**config.mk**
```make
export PLATFORM = sky130hd
export DESIGN_NAME = sat_counter
export DESIGN_NICKNAME = d
export VERILOG_FILES = /design/src/rtl/parity_stream_checker_sat_counter.sv
export SDC_FILE = /design/constraint.sdc
export NUM_CORES = 1
export LEC_CHECK = 0
export BUFFER_PORTS_ARGS = -buffer_cell sky130_fd_sc_hd__buf_4
export CORE_AREA = 4 4 41 43
export CTS_CLUSTER_DIAMETER = 40
export DETAILED_ROUTE_END_ITERATION = 16
export DIE_AREA = 0 0 45 47
export PLACE_DENSITY = 0.62
export SETUP_SLACK_MARGIN = 0.1
export SLEW_MARGIN = 5
export SYNTH_ARGS = -nofsm -noshare
export SYNTH_HDL_FRONTEND = slang
export SYNTH_SLANG_ARGS = --single-unit
```
**constraint.sdc**
```tcl
create_clock -name clk -period 1.4 [get_ports clk]
set_input_delay 0.07 -clock clk [delete_from_list [all_inputs] [get_ports clk]]
set_output_delay 0.07 -clock clk [all_outputs]
set_load 0.1 [all_outputs]
```
**src/rtl/parity_stream_checker_sat_counter.sv**
```systemverilog
// Saturating up-counter with clear; clear and increment together yield 1.
module sat_counter #(
  parameter int W = 8
) (
  input  logic         clk,
  input  logic         rst,
  input  logic         inc,
  input  logic         clr,
  output logic [W-1:0] count
);

  localparam logic [W-1:0] ZERO = {W{1'b0}};
  localparam logic [W-1:0] ONE  = W'(1'b1);
  localparam logic [W-1:0] MAX  = {W{1'b1}};

  logic [W-1:0] r_count;

  // Counter state: reset, clear (with same-cycle increment), saturating increment.
  always_ff @(posedge clk) begin
    if (rst) begin
      r_count <= ZERO;
    end else if (clr) begin
      r_count <= inc ? ONE : ZERO;
    end else if (inc && (r_count != MAX)) begin
      r_count <= r_count + ONE;
    end else begin
      r_count <= r_count;
    end
  end

  assign count = r_count;

endmodule

```
Word level (Yosys, flattened, before mapping)
Cells that the tools add are included.

Flip-flop bits (word level): 8. Output and inout port bits: 8.

Add/subtract/negate cells: 1. Eq/ne operators: 1. Muxes and demuxes: 3. Reductions and logical operators: 2.

Operators by type and width (count): 8-bit two-way mux (2); 8-bit by 1-bit adder with 8-bit output, second input constant (1); 8-bit != test, second input constant (1); 2-bit nonzero test (1); 1-bit logical AND (1); 1-bit two-way mux (1).

Depth between registers and ports, before layout
Word-level depth: 4. Gate-level depth with buffers: 4. Mapped depth without buffers: 4.

Least setup slack after synthesis
No wires, ideal clock.

Path type: reg-to-reg. Start point: register r_count[1], in the netlist count[1]. End point: register r_count[6], in the netlist count[6]. Library setup time: 0.124 ns. Arrival: 1.878 ns. Data required time: 1.276 ns. Slack: -0.602 ns. Cell stages (with the launch flop): 5. Buffers on the path: 0. Clock period less this slack: 2.002 ns. Cell sequence: dfxtp_1 -> ha_1 -> nand3_1 -> o41ai_1 -> nor2_1.

Cells in the longest elaborated chain, start to end: 3. Elaborated cells on any way between the ends: 6. Classes of those cells: add/sub: 1; eq/ne: 1; mux: 2; reduce/logical: 2.

Ends and longest elaborated chain: start: declaration (RTL line 16) `logic [W-1:0] r_count;`; start signal: assignment (RTL line 23) `r_count <= inc ? ONE : ZERO;`; start signal: assignment (RTL line 25) `r_count <= r_count + ONE;`; start signal: assignment (RTL line 27) `r_count <= r_count;`; 8-bit by 1-bit adder with 8-bit output / 8-bit != test (equally long branches) (RTL line 25, 24); 8-bit two-way mux / 1-bit logical AND (equally long branches) (RTL line 24) `end else if (inc && (r_count != MAX)) begin`; 8-bit two-way mux / 2-bit nonzero test (equally long branches).

Parallel ways exist; a longest one is shown, timed or not. The select of a mux whose other input is x is not followed. A chain may end at the register's enable or synchronous reset.

Worst setup path after layout
Start point: register r_count[0], in the netlist count[0]. End point: register r_count[1], in the netlist count[1].

Same word-level chain as after synthesis.

==> run_results.csv <==
group,metric,value,unit
drt,vias,476,
placed_design,dp_slack,0.154,ns
sta,fin_crit,1.24,ns
logic_synthesis,synth_cell_types,25,
floorplan,dieArea,2120,um2
logic_synthesis,synth_flop_cell,"dfxtp_1",
logic_synthesis,synthCells,53,
logic_synthesis,ys_ff_latch,8,
floorplan,core,1300,um2
grt,grt.total_usage,11.3,%
logic_synthesis,synth.avg_cell_area,8.38,um2
drt,vias_per_cell,5.80,
final_layout,antenna_cells,0,
logic_synthesis,ys.warnings.count,0,
sta,max_slew_margin,77.3,%
drt,drt_iter0_drc,13,
pwr,internal_power,0.341,mW
pwr,seq_power_share,46.6,%
logic_synthesis,synth_edf_count,0,
final_layout,finalNonFillerCells,82,
floorplan,die_y,47,um
pwr,clkPwrFrac,39.3,%
sta,setup_tns,0,ns
clock_network,cts_tree,"built",
pwr,p_total,0.480,mW
worst_hold_path,hp-start,"clr",
clock_network,htreeDepth,1,
placed_design,place_hpwl,807,um
pwr,p_comb_share,14.1,%
logic_synthesis,synth_area_leader_cell,"dfxtp_1",
clock_network,root_buffer,"clkbuf_4",
sta,slew_viol_final,0,
grt,grt_max_degree,9,
sta,setup_viol,0,
critical_path,ff2ff_setup_slack,0.16,ns
critical_path,cp.required,1.58,ns
drt,drc,0,
grt,grt-ovfl-total,0,
final_layout,drive_gt1_share,40.3,%
grt,antenna_found_initial,0,
final_layout,n_fill_cell,135,
sta,clock-skew-final,0.00563,ns
logic_synthesis,synth-seq-area-share,36.1,%
critical_path,reg2reg_depth,4,
pwr,switchingPower,0.139,mW
sta,hold_ws,0.0150,ns
critical_path,r2r-end,"count[1]",
logic_synthesis,synth_top_area_share,36.1,%
logic_synthesis,synth_top_cells_by_area,"dfxtp_1 (36%), mux2i_1 (6.8%), a31oi_1 (5.6%)",
final_layout,areaGrowthSynthToFinish,40.8,%
sta,hold_viol_final,0,
drt,wl_per_cell,13.6,um
sta,grt_setup_unrepaired,"no",
floorplan,rows,13,
grt,grt_pass1_vias,382,
sta,fin_crit_sh,88.5,%
logic_synthesis,syn_area,444,um2
critical_path,end_kind,"flip-flop",
final_layout,layout_commonest_cell,"buf_4",
floorplan,num_io_pins,12,
sta,worst_pin_slew,0.340,ns
grt,grt_pass1_wl,1.70,mm
clock_network,clk_latency,0.26,ns
drt,wirelength,1.11,mm
worst_hold_path,hold_class,"in -> reg",
placed_design,portBuffers,11,
flow_run,maxCapViolCount,0,
worst_hold_path,hold_depth,2,
pwr,power.leakage,0.239,nW
floorplan,die_w,45,um
clock_network,numCtsBuffers,3,
floorplan,start_util,34.1,%
clock_network,clk_path_buf_depth,2,
logic_synthesis,synth_fp_nets,58,
final_layout,finalNetCount,74,
critical_path,setup.worst_path.class,"reg -> reg",
critical_path,crit_fanout,7,
sta,max_freq,807,MHz
pwr,p_sw_share,29.0,%
pwr,power_per_cell_area,768,nW/um2
final_layout,final_cell_mix,"buf_4 (11), dfxtp_4 (8), nand2_1 (5)",
drt,drt_pass1_iterations,4,
drt,antenna_left,0,
clock_network,path_clk_slew,0.06,ns
placed_design,dpl.cell_count,78,
placed_design,place.gp.congestion,0.763,
sta,setup_slack,0.161,ns
clock_network,clock-sinks,8,
worst_hold_path,min_to,"count[2]",
critical_path,rr_startpoint,"count[0]",
final_layout,largest_reg_flops,8,
logic_synthesis,synthArstFlopShare,0,%
critical_path,startpoint_type,"flip-flop",
pwr,ir_drop,0.410,mV
critical_path,cp.arrival,1.42,ns
run_status,status,"finished clean",
## Yosys cell counts (all sizes together) (2+ instances only)
cell and count:
and4 2, o21ai 2, and3 2, nand2 5, nor2 2, nand3 2, nand4 3, dfxtp 8
inv 4, a21oi 4, mux2i 3, a31oi 4
## layout make-up
class | instances | area (um2) | area share (%)
Inverter | 4 | 15.0 | 2.40
Clock buffer | 3 | 22.5 | 3.60
Tap cell | 15 | 18.8 | 3.00
Sequential cell | 8 | 190 | 30.4
Multi-Input combinational cell | 40 | 287 | 45.8
Timing Repair Buffer | 12 | 92.6 | 14.8
## worst max-delay path, cell delays in order, from the launching register on
cell	delay, ns
dfxtp_4	0.36
ha_4	0.18
and4_1	0.23
a31oi_2	0.22
mux2i_1	0.18
## metrics by stage
stage / instance area (um2) / utilization (%)
final: 626 / 48.1
after global routing: 626 / 48.1
after CTS: 617 / 47.4
after detailed placement: 584 / 44.9
after global placement: 584 / 44.9
after floorplan: 490 / -
## worst max-delay path by stage
stage              from       end  cells after the start
4_1_cts        count[1]  count[1]                      4
3_3_place_gp   count[1]  count[1]                      4
5_1_grt        count[1]  count[1]                      4
2_1_floorplan  count[1]  count[1]                      4
3_5_place_dp   count[0]  count[1]                      4
6_report       count[0]  count[1]                      4
## power by group through the flow
stage               registers [mW]  logic, mW  clock network [mW]
floorplan                    0.253     0.0190                   0
global placement             0.228     0.0642                   0
detailed placement           0.229     0.0637                   0
CTS                          0.224     0.0663               0.188
global route                 0.225     0.0729               0.199
finish                       0.224     0.0678               0.189
## what timing repair did
item | in CTS | in global routing
hold buffers | 1 | 0
setup endpoints to repair | 0 | 4
resized for setup | 0 | 2
setup buffers | 0 | 0
hold endpoints to repair | 2 | 0
## per-layer routing
layer / GRT usage, % / up-vias / share of wire (%) / wire (um)
met2: 17.2 / 18 / 44 / 492
met5: 0 / - / 0 / 0
met1: 14.6 / 221 / 47 / 519
met3: 2.30 / 2 / 7.5 / 83
met4: 7.02 / 0 / 1.5 / 17
li1: - / 235 / - / -
## kinds of logic after synthesis
family | share of synthesized area (%)
AND/OR/NAND/NOR | 27.1
AO/OA/AOI/OAI | 22.3
buffers and inverters | 5.07
multiplexers | 6.76
flip-flops | 36.1
adder cells (fa/ha/maj) | 2.82
Power figures use the tool's default switching activity.
